<file path="src/rtl/mmu_walk_arbiter_if.sv">
`default_nettype none
// ============================================================================
// Interface : mmu_walk_arbiter_if
// Brief     : Walk request/response bundle between NUM_PORTS TLB requesters,
//             the walk arbiter and the single page-table walker (mmu).
//             master = arbiter view, slave = environment view (TLBs + mmu).
// Revision  : 1.0 - initial release
// ============================================================================
interface mmu_walk_arbiter_if #(
    parameter int NUM_PORTS = 2
);
    // TLB side
    logic [NUM_PORTS-1:0]    req_request;
    logic [NUM_PORTS-1:0]    req_execute;
    logic [NUM_PORTS-1:0]    req_rnw;
    logic [NUM_PORTS*32-1:0] req_virtual_address;
    logic [NUM_PORTS-1:0]    req_write_entry;
    logic [NUM_PORTS-1:0]    req_is_fault;
    logic [19:0]             req_upper_physical_address;

    // mmu side
    logic                    mmu_request;
    logic                    mmu_execute;
    logic                    mmu_rnw;
    logic [31:0]             mmu_virtual_address;
    logic                    mmu_write_entry;
    logic [19:0]             mmu_upper_physical_address;
    logic                    mmu_is_fault;

    modport master (
        input  req_request,
        input  req_execute,
        input  req_rnw,
        input  req_virtual_address,
        output req_write_entry,
        output req_is_fault,
        output req_upper_physical_address,
        output mmu_request,
        output mmu_execute,
        output mmu_rnw,
        output mmu_virtual_address,
        input  mmu_write_entry,
        input  mmu_upper_physical_address,
        input  mmu_is_fault
    );

    modport slave (
        output req_request,
        output req_execute,
        output req_rnw,
        output req_virtual_address,
        input  req_write_entry,
        input  req_is_fault,
        input  req_upper_physical_address,
        input  mmu_request,
        input  mmu_execute,
        input  mmu_rnw,
        input  mmu_virtual_address,
        output mmu_write_entry,
        output mmu_upper_physical_address,
        output mmu_is_fault
    );
endinterface
`default_nettype wire

</file>
<file path="src/rtl/mmu_walk_arbiter.sv">
`default_nettype none
// ============================================================================
// Module   : mmu_walk_arbiter
// Brief    : Round-robin arbiter sharing one page-table walker among
//            NUM_PORTS TLBs. Latches the winning walk request, holds it to
//            the mmu until its response, steers the response to the owner
//            and discards responses for owners that withdrew mid-walk.
// Options  : MMU_ARB_PERF_EN - saturating per-port walk counters and a
//            wait-cycle counter; when undefined the perf outputs read 0.
// Revision : 1.0 - initial release
// ============================================================================
module mmu_walk_arbiter #(
    parameter int NUM_PORTS    = 2,
    parameter int RR_RESET_PTR = 0,
    parameter int PERF_WIDTH   = 32
) (
    input  wire                              clk,
    input  wire                              rst,
    mmu_walk_arbiter_if.master               bus,
    output logic [NUM_PORTS*PERF_WIDTH-1:0]  perf_walks,
    output logic [PERF_WIDTH-1:0]            perf_wait_cycles
);

    localparam int c_owner_w = (NUM_PORTS > 2) ? $clog2(NUM_PORTS) : 1;
    localparam int c_sum_w   = c_owner_w + 1;

    localparam logic [1:0] c_st_idle  = 2'd0;
    localparam logic [1:0] c_st_walk  = 2'd1;
    localparam logic [1:0] c_st_drain = 2'd2;

    logic [1:0]           r_state;
    logic [1:0]           w_state_nxt;
    logic [c_owner_w-1:0] r_owner;
    logic [c_owner_w-1:0] r_rr_ptr;
    logic [31:0]          r_va;
    logic                 r_execute;
    logic                 r_rnw;

    logic [c_sum_w-1:0]   w_sum;
    logic [c_owner_w-1:0] w_grant_idx;
    logic                 w_grant_valid;
    logic [31:0]          w_grant_va;
    logic [c_owner_w-1:0] w_owner_next_ptr;
    logic                 w_owner_req;
    logic                 w_forward;
    logic                 w_done;

    assign w_owner_req      = bus.req_request[r_owner];
    assign w_owner_next_ptr = (r_owner == c_owner_w'(NUM_PORTS - 1)) ?
                              '0 : (r_owner + c_owner_w'(1));

    // Round-robin search: first requesting port at or above rr_ptr, wrapping.
    // Iterating from the farthest offset down leaves the nearest hit last.
    always_comb begin
        w_grant_valid = 1'b0;
        w_grant_idx   = '0;
        w_sum         = '0;
        for (int k = NUM_PORTS - 1; k >= 0; k--) begin
            w_sum = {1'b0, r_rr_ptr} + c_sum_w'(k);
            if (w_sum >= c_sum_w'(NUM_PORTS)) begin
                w_sum = w_sum - c_sum_w'(NUM_PORTS);
            end
            if (bus.req_request[w_sum[c_owner_w-1:0]]) begin
                w_grant_valid = 1'b1;
                w_grant_idx   = w_sum[c_owner_w-1:0];
            end
        end
    end

    // Select the winner's virtual address for latching.
    always_comb begin
        w_grant_va = '0;
        for (int p = 0; p < NUM_PORTS; p++) begin
            if (w_grant_idx == c_owner_w'(p)) begin
                w_grant_va = bus.req_virtual_address[p*32 +: 32];
            end
        end
    end

    // Next-state logic; a response in WALK is forwarded only if the owner
    // is still asking for it, a response in DRAIN is always swallowed.
    always_comb begin
        w_state_nxt = r_state;
        w_forward   = 1'b0;
        w_done      = 1'b0;
        case (r_state)
            c_st_idle: begin
                if (w_grant_valid) begin
                    w_state_nxt = c_st_walk;
                end
            end
            c_st_walk: begin
                if (bus.mmu_write_entry) begin
                    w_done      = 1'b1;
                    w_forward   = w_owner_req;
                    w_state_nxt = c_st_idle;
                end else if (!w_owner_req) begin
                    w_state_nxt = c_st_drain;
                end
            end
            c_st_drain: begin
                if (bus.mmu_write_entry) begin
                    w_done      = 1'b1;
                    w_state_nxt = c_st_idle;
                end
            end
            default: begin
                w_state_nxt = c_st_idle;
            end
        endcase
    end

    // Response steering: only the owner sees the pulse; fault/PPN are zero otherwise.
    always_comb begin
        bus.req_write_entry            = '0;
        bus.req_is_fault               = '0;
        bus.req_upper_physical_address = '0;
        if (w_forward) begin
            bus.req_write_entry[r_owner]   = 1'b1;
            bus.req_is_fault[r_owner]      = bus.mmu_is_fault;
            bus.req_upper_physical_address = bus.mmu_upper_physical_address;
        end
    end

    assign bus.mmu_request         = (r_state != c_st_idle);
    assign bus.mmu_execute         = r_execute;
    assign bus.mmu_rnw             = r_rnw;
    assign bus.mmu_virtual_address = r_va;

    // State, owner, pointer and latched request; mmu outputs come only from here.
    always_ff @(posedge clk) begin
        if (!rst) begin
            r_state   <= c_st_idle;
            r_owner   <= '0;
            r_rr_ptr  <= c_owner_w'(RR_RESET_PTR);
            r_va      <= '0;
            r_execute <= 1'b0;
            r_rnw     <= 1'b0;
        end else begin
            r_state <= w_state_nxt;
            if ((r_state == c_st_idle) && w_grant_valid) begin
                r_owner   <= w_grant_idx;
                r_va      <= w_grant_va;
                r_execute <= bus.req_execute[w_grant_idx];
                r_rnw     <= bus.req_rnw[w_grant_idx];
            end
            if (w_done) begin
                r_rr_ptr <= w_owner_next_ptr;
            end
        end
    end

`ifdef MMU_ARB_PERF_EN
    localparam logic [PERF_WIDTH-1:0] c_perf_max = '1;

    logic [NUM_PORTS-1:0] w_owner_mask;
    logic                 w_waiting;
    logic [PERF_WIDTH-1:0] r_wait_cycles;

    // A requester is waiting unless it is the owner of an active (non-drained) walk.
    always_comb begin
        w_owner_mask = '0;
        if (r_state == c_st_walk) begin
            w_owner_mask[r_owner] = 1'b1;
        end
        w_waiting = |(bus.req_request & ~w_owner_mask);
    end

    // Saturating wait-cycle counter.
    always_ff @(posedge clk) begin
        if (!rst) begin
            r_wait_cycles <= '0;
        end else if (w_waiting && (r_wait_cycles != c_perf_max)) begin
            r_wait_cycles <= r_wait_cycles + PERF_WIDTH'(1);
        end
    end

    assign perf_wait_cycles = r_wait_cycles;

    for (genvar p = 0; p < NUM_PORTS; p++) begin : g_perf_walks
        logic [PERF_WIDTH-1:0] r_walks;

        // Saturating count of responses forwarded to this port.
        always_ff @(posedge clk) begin
            if (!rst) begin
                r_walks <= '0;
            end else if (bus.req_write_entry[p] && (r_walks != c_perf_max)) begin
                r_walks <= r_walks + PERF_WIDTH'(1);
            end
        end

        assign perf_walks[p*PERF_WIDTH +: PERF_WIDTH] = r_walks;
    end
`else
    assign perf_walks       = '0;
    assign perf_wait_cycles = '0;
`endif

endmodule
`default_nettype wire

</file>
<file path="src/flat_wrapper.sv">
// flat-port wrapper written by rule: the top's interface ports become plain ports
module mmu_walk_arbiter_flat 
#(
    parameter int NUM_PORTS    = 2,
    parameter int RR_RESET_PTR = 0,
    parameter int PERF_WIDTH   = 32
)
  (clk, rst, perf_walks, perf_wait_cycles, bus_req_request, bus_req_execute, bus_req_rnw, bus_req_virtual_address, bus_req_write_entry, bus_req_is_fault, bus_req_upper_physical_address, bus_mmu_request, bus_mmu_execute, bus_mmu_rnw, bus_mmu_virtual_address, bus_mmu_write_entry, bus_mmu_upper_physical_address, bus_mmu_is_fault);
  mmu_walk_arbiter_if #(.NUM_PORTS(NUM_PORTS)) bus_i ();
  input  wire clk;
  input  wire rst;
  output logic [NUM_PORTS*PERF_WIDTH-1:0] perf_walks;
  output logic [PERF_WIDTH-1:0] perf_wait_cycles;
  input wire logic [$bits(bus_i.req_request)-1:0] bus_req_request;
  input wire logic [$bits(bus_i.req_execute)-1:0] bus_req_execute;
  input wire logic [$bits(bus_i.req_rnw)-1:0] bus_req_rnw;
  input wire logic [$bits(bus_i.req_virtual_address)-1:0] bus_req_virtual_address;
  output wire logic [$bits(bus_i.req_write_entry)-1:0] bus_req_write_entry;
  output wire logic [$bits(bus_i.req_is_fault)-1:0] bus_req_is_fault;
  output wire logic [$bits(bus_i.req_upper_physical_address)-1:0] bus_req_upper_physical_address;
  output wire logic [$bits(bus_i.mmu_request)-1:0] bus_mmu_request;
  output wire logic [$bits(bus_i.mmu_execute)-1:0] bus_mmu_execute;
  output wire logic [$bits(bus_i.mmu_rnw)-1:0] bus_mmu_rnw;
  output wire logic [$bits(bus_i.mmu_virtual_address)-1:0] bus_mmu_virtual_address;
  input wire logic [$bits(bus_i.mmu_write_entry)-1:0] bus_mmu_write_entry;
  input wire logic [$bits(bus_i.mmu_upper_physical_address)-1:0] bus_mmu_upper_physical_address;
  input wire logic [$bits(bus_i.mmu_is_fault)-1:0] bus_mmu_is_fault;
  assign bus_i.req_request = bus_req_request;
  assign bus_i.req_execute = bus_req_execute;
  assign bus_i.req_rnw = bus_req_rnw;
  assign bus_i.req_virtual_address = bus_req_virtual_address;
  assign bus_req_write_entry = bus_i.req_write_entry;
  assign bus_req_is_fault = bus_i.req_is_fault;
  assign bus_req_upper_physical_address = bus_i.req_upper_physical_address;
  assign bus_mmu_request = bus_i.mmu_request;
  assign bus_mmu_execute = bus_i.mmu_execute;
  assign bus_mmu_rnw = bus_i.mmu_rnw;
  assign bus_mmu_virtual_address = bus_i.mmu_virtual_address;
  assign bus_i.mmu_write_entry = bus_mmu_write_entry;
  assign bus_i.mmu_upper_physical_address = bus_mmu_upper_physical_address;
  assign bus_i.mmu_is_fault = bus_mmu_is_fault;
  mmu_walk_arbiter #(.NUM_PORTS(NUM_PORTS), .RR_RESET_PTR(RR_RESET_PTR), .PERF_WIDTH(PERF_WIDTH)) u_core (.clk(clk), .rst(rst), .bus(bus_i), .perf_walks(perf_walks), .perf_wait_cycles(perf_wait_cycles));
endmodule
</file>
<file path="config.mk">
export PLATFORM = sky130hd
export DESIGN_NAME = mmu_walk_arbiter_flat
export DESIGN_NICKNAME = d
export VERILOG_FILES = /design/src/rtl/mmu_walk_arbiter_if.sv /design/src/rtl/mmu_walk_arbiter.sv /design/src/flat_wrapper.sv
export SDC_FILE = /design/constraint.sdc
export NUM_CORES = 1
export LEC_CHECK = 0
export ABC_AREA = 1
export BUFFER_PORTS_ARGS = -buffer_cell sky130_fd_sc_hd__buf_4
export CORE_AREA = 2 2 97 99
export DETAILED_ROUTE_END_ITERATION = 8
export DIE_AREA = 0 0 99 101
export PLACE_DENSITY = 0.7
export SYNTH_ARGS = -nofsm -noshare
export SYNTH_HDL_FRONTEND = slang
export SYNTH_SLANG_ARGS = --single-unit
export TNS_END_PERCENT = 20
</file>
<file path="constraint.sdc">
create_clock -name clk -period 4.02 [get_ports clk]
set_input_delay 0.603 -clock clk [delete_from_list [all_inputs] [get_ports clk]]
set_output_delay 0.603 -clock clk [all_outputs]
set_load 0.03 [all_outputs]
</file>
; ---- Word level (Yosys, flattened, before mapping)
; Cells that the tools add are included.
[classes]
n_addsub = 4
n_lt_le_gt_ge = 7
eq_ne = 5
mux = 32
bitwise = 1
n_reduce_logical = 6
[op_table]
columns = cell, n
row1 = 2-to-1 mux 32 bit, 1
row2 = 2-to-1 mux 1 bit, 22
row3 = 2-to-1 mux 20 bit, 1
row4 = 2-to-1 mux 2 bit, 6
row5 = < comparator 1 x 2 -> 1 bit (second input constant), 4
row6 = case mux 2 bit (3 select lines), 1
row7 = != test 3 bit (second input constant), 1
row8 = AND reduction 3 bit, 1
row9 = adder 1 x 1 -> 2 bit (second input constant), 1
row10 = bitwise AND 2 bit, 1
row11 = equality test 2 x 1 -> 1 bit (second input constant), 1
row12 = equality test 2 bit (second input constant), 1
row13 = greater-or-equal comparator 1 x 2 -> 1 bit (second input constant), 1
row14 = greater-or-equal comparator 2 bit (second input constant), 1
row15 = logical AND 1 bit, 2
row16 = logical NOT 2 bit, 1
row17 = != test 2 x 1 -> 1 bit (second input constant), 1
row18 = != test 2 bit (second input constant), 1
row19 = nonzero test 2 bit, 1
row20 = OR reduction 2 bit, 1
row21 = subtractor 1 bit (second input constant), 2
row22 = adder 1 bit (second input constant), 1
row23 = demux 1 bit (select 1 bit), 1
row24 = greater-or-equal comparator 1 bit (second input constant), 1
[word_totals]
register_bits = 38

; ---- Logic depth before layout (Yosys ltp)
[depth]
depth_word = 9
mapped_depth = 9

; ---- Worst setup path after synthesis
; Ideal clock, no wire load.
[synth_timing]
path_type = in2out
from = input bus_req_request[1]
to = output bus_req_is_fault[0]
t_arrival_ps = 1530
setup_slack_ps = 1887
stages = 4
path_buffers = 0
cell_sequence = nand2_1 > nand2_1 > nand3_1 > nor3_1
[synth_via]
elab_chain_len = 5
[synth_lines]
columns = element, line_no
row1 = "start, declared", flat_wrapper.sv:14  ; input wire logic [$bits(bus_i.req_request)-1:0] bus_req_request;
row2 = 2-to-1 mux 1 bit (not written as such) (2 in a row), mmu_walk_arbiter.sv:48  ; assign w_owner_req = bus.req_request[r_owner];
row3 = 2-to-1 mux 1 bit, mmu_walk_arbiter.sv:93  ; if (bus.mmu_write_entry) begin
row4 = 2-to-1 mux 1 bit, mmu_walk_arbiter.sv:86  ; case (r_state)
row5 = 2-to-1 mux 2 bit, mmu_walk_arbiter.sv:118  ; if (w_forward) begin
row6 = "end, declared", flat_wrapper.sv:19  ; output wire logic [$bits(bus_i.req_is_fault)-1:0] bus_req_is_fault;
; No other way between the ends. The select of a mux whose other input is x is not followed.

; ---- Final worst setup path
[layout_timing]
from = register u_core.r_owner
to = output bus_req_is_fault[0]
[layout_via]
elab_chain_len = 6
[layout_lines]
columns = element, line_no
row1 = "start, declared", mmu_walk_arbiter.sv:33  ; logic [c_owner_w-1:0] r_owner;
row2 = "start signal, assigned", mmu_walk_arbiter.sv:142  ; r_owner <= w_grant_idx;
row3 = < comparator 1 x 2 -> 1 bit (not written as such) or greater-or-equal comparator 1 bit (tied branches), mmu_walk_arbiter.sv:120  ; bus.req_is_fault[r_owner] = bus.mmu_is_fault;
row4 = logical AND 1 bit (not written as such), mmu_walk_arbiter.sv:120
row5 = 2-to-1 mux 1 bit (not written as such), mmu_walk_arbiter.sv:120
row6 = demux 1 bit (select 1 bit), --
row7 = bitwise AND 2 bit (no line), --
row8 = 2-to-1 mux 2 bit *, mmu_walk_arbiter.sv:118
; Every way passes the cells marked *; elsewhere a longest branch is shown, timed or not. The select of a mux whose other input is x is not followed.

==> results.yml <==
timing:
  finalCritPeriodShare_pct: 65.9
  setup_slack_ns: 1.37
  rsz0062_at_grt: "no"
  clock.fmax_ghz: 0.378
  finalSetupViolations: 0
  fin_tns_setup_ns: 0
  relSlewSlack_pct: 44.1
  clock_skew_ns: 0.00543
  slew_viol_final: 0
  hold_viol_final: 0
  period_minus_slack_ns: 2.65
  worst_hold_slack_ns: 0.463
  worstMarginPinSlew_ns: 0.835
clocking:
  holdBufCountCts: 0
  clock_latency_ns: 0.29
  cts_buffers: 5
  cts_buffer_depth: 2
  cts_tree: "yes"
  clk_pin_slew_ns: 0.08
  clkSinkCount: 38
  root_buffer: "clkbuf_8"
  cts_max_level: 2
  cts_setup_buffers: 0
  cts_resized: 0
setup_path:
  worst-setup-path-type: "reg2out"
  start_kind: "flip-flop"
  crit_path_cell_trace: "inv_1 -> nand2_1 -> nand2_1 -> nand3_1 -> nor3_1 -> buf_4"
  worst-path-buf-inv: 2
  cp_max_fo: 24
  arrival_ns: 2.04
  cp_slowest_stage_delay_ns: 0.56
  crit_slowest_cell: "nand3_1"
  worstSetupEndpointType: "primary output"
  critical-path-top-delay-family: "simple AND/OR/NAND/NOR gates"
  cp.required_ns: 3.42
  cp_common_cell: "nand2_1"
global_route:
  antenna_found_initial: 0
  grt-ovfl-total: 0
  grt_pass1_vias: 2520
  grt_usage_pct: 13.6
  grt_start_max_net_pins: 38
  grt_pass1_wl_um: 11300
detailed_routing:
  postRouteAntennaNets: 0
  dr_total_vias: 2851
  vias_per_cell: 3.93
  postRouteWirelength_um: 7110
  wl_per_cell_um: 9.80
  drt_iter0_drc: 76
  drc: 0
  first_pass_iters: 4
synth:
  post-synth-top-count-cell: "nand2_1"
  synth_seq_cells: 38
  async_flop_share_pct: 0
  seq_area_frac_synth_pct: 26.4
  synth_top_area_share_pct: 26.4
  synth.largest_area_cell: "dfxtp_1"
  ys.flop_type: "dfxtp_1"
  synth.cell_area_um2: 2880
  syn_inst: 473
  synth_commonest_cells: "nand2_1 (112), buf_4 (97), nor2_1 (92), inv_1 (61), dfxtp_1 (38)"
  synth_edf_count: 0
  synth_warnings: 0
  netlist_top_cells_area: "dfxtp_1 (26%), buf_4 (25%), nand2_1 (15%), nor2_1 (12%), inv_1 (7.9%)"
  yosysUniqueCellTypes: 18
  syn_area_per_cell_um2: 6.10
power:
  powerDensity_nw_per_um2: 371
  p_leak_nw: 2.40
  vdd_ir_drop_max_v: 0.000138
  p_total_mw: 1.41
layout:
  finish.instance_area_um2: 3800
  syn2layout_area_growth_pct: 31.8
  drive_gt1_share_pct: 27.2
  diodes: 0
  nNetsFinal: 711
  post-route-util_pct: 42.3
  instances_no_fill: 726
floorplanning:
  rows: 35
  die-width_um: 99
  die_area_um2: 10000
  io_pins: 249
  core_area_um2: 8980
  start_util_pct: 32.1
  die_y_um: 101
place:
  gp_congestion: 0.788
  pre_cts_ws_ns: 1.44
  place_area_um2: 3710
  dpl.cell_count: 718
  dp_hpwl_um: 5580
  io_buffer_count: 152
worst_hold_path:
  hp-class: "reg2reg"
status:
  status: "finished clean"
job:
  drv_cap: 0
-- final timing paths --
| check | start | endpoint | slack [ns] | cells after the start |
|---|---|---|---|---|
| min reg2reg | u_core.r_rr_ptr$_SDFFE_PN0P_ | u_core.r_rr_ptr$_SDFFE_PN0P_ | 0.46 | 2 |
| min | u_core.r_rr_ptr$_SDFFE_PN0P_ | u_core.r_rr_ptr$_SDFFE_PN0P_ | 0.46 | 2 |
| max reg2reg | u_core.r_state[0]$_SDFFE_PN0P_ | u_core.bus.mmu_virtual_address[27]$_SDFFE_PN0P_ | 1.86 | 8 |
| max | u_core.r_owner$_SDFFE_PN0P_ | bus_req_is_fault[0] | 1.37 | 6 |
-- sequential cells by signal, indices dropped and copies added, names as in the netlist --
register,count
u_core.bus.mmu_execute,1
u_core.bus.mmu_virtual_address,32
u_core.r_state,2
u_core.r_owner,1
u_core.r_rr_ptr,1
u_core.bus.mmu_rnw,1
-- area by class of cell --
cell class	instances	area, µm²
clock buffers	6	82.6
clock inverters	2	12.5
fillers	953	5180
inverters	64	240
multi-input cells	352	1420
flip-flops and latches	38	761
well taps	111	139
repair buffers	153	1150
-- metal layers --
| layer | global-route usage [%] | vias up | share of wire, % |
|---|---|---|---|
| met2 | 26.2 | 137 | 53 |
| li1 | - | 1479 | - |
| met5 | 0 | - | 0 |
| met3 | 3.33 | 6 | 8.4 |
| met1 | 14.9 | 1229 | 38 |
| met4 | 2.95 | 0 | 0.75 |
-- worst reg2reg max path, delay by kind of cell, from the launching register on --
| family | cells | cell delay (ns) |
|---|---|---|
| buffers and inverters | 4 | 0.70 |
| DFF | 1 | 0.33 |
| and+or+nand+nor | 3 | 0.82 |
| adders and majority gates | 1 | 0.23 |
-- placed cells by master (no fill, tap or decap), drive strengths merged --
master,n
buf,153
nand2,113
conb,96
nor2,94
inv,64
dfxtp,38
nand3,37
clkbuf,6
a21oi,5
ha,3
nor3,2
o21ai,2
clkinv,1
clkinvlp,1
-- power breakdown --
part / total, mW / switching [mW] / internal, mW
combinational: 0.665 / 0.449 / 0.216
sequential: 0.464 / 0.0299 / 0.435
clock: 0.282 / 0.144 / 0.138
-- cell families (layout without fill, tap and decap cells) --
| family | after synthesis | after routing | share of synthesized area (%) |
|---|---|---|---|
| buffers and inverters | 178 | 225 | 36.8 |
| AND/OR/NAND/NOR | 246 | 246 | 34.1 |
| flip-flops | 38 | 38 | 26.4 |
| other | 1 | 96 | 0.130 |
| AO/OA/AOI/OAI | 7 | 7 | 1.21 |
| adder cells (fa/ha/maj) | 3 | 3 | 1.30 |
No activity file was read; power rests on OpenSTA's default activity.
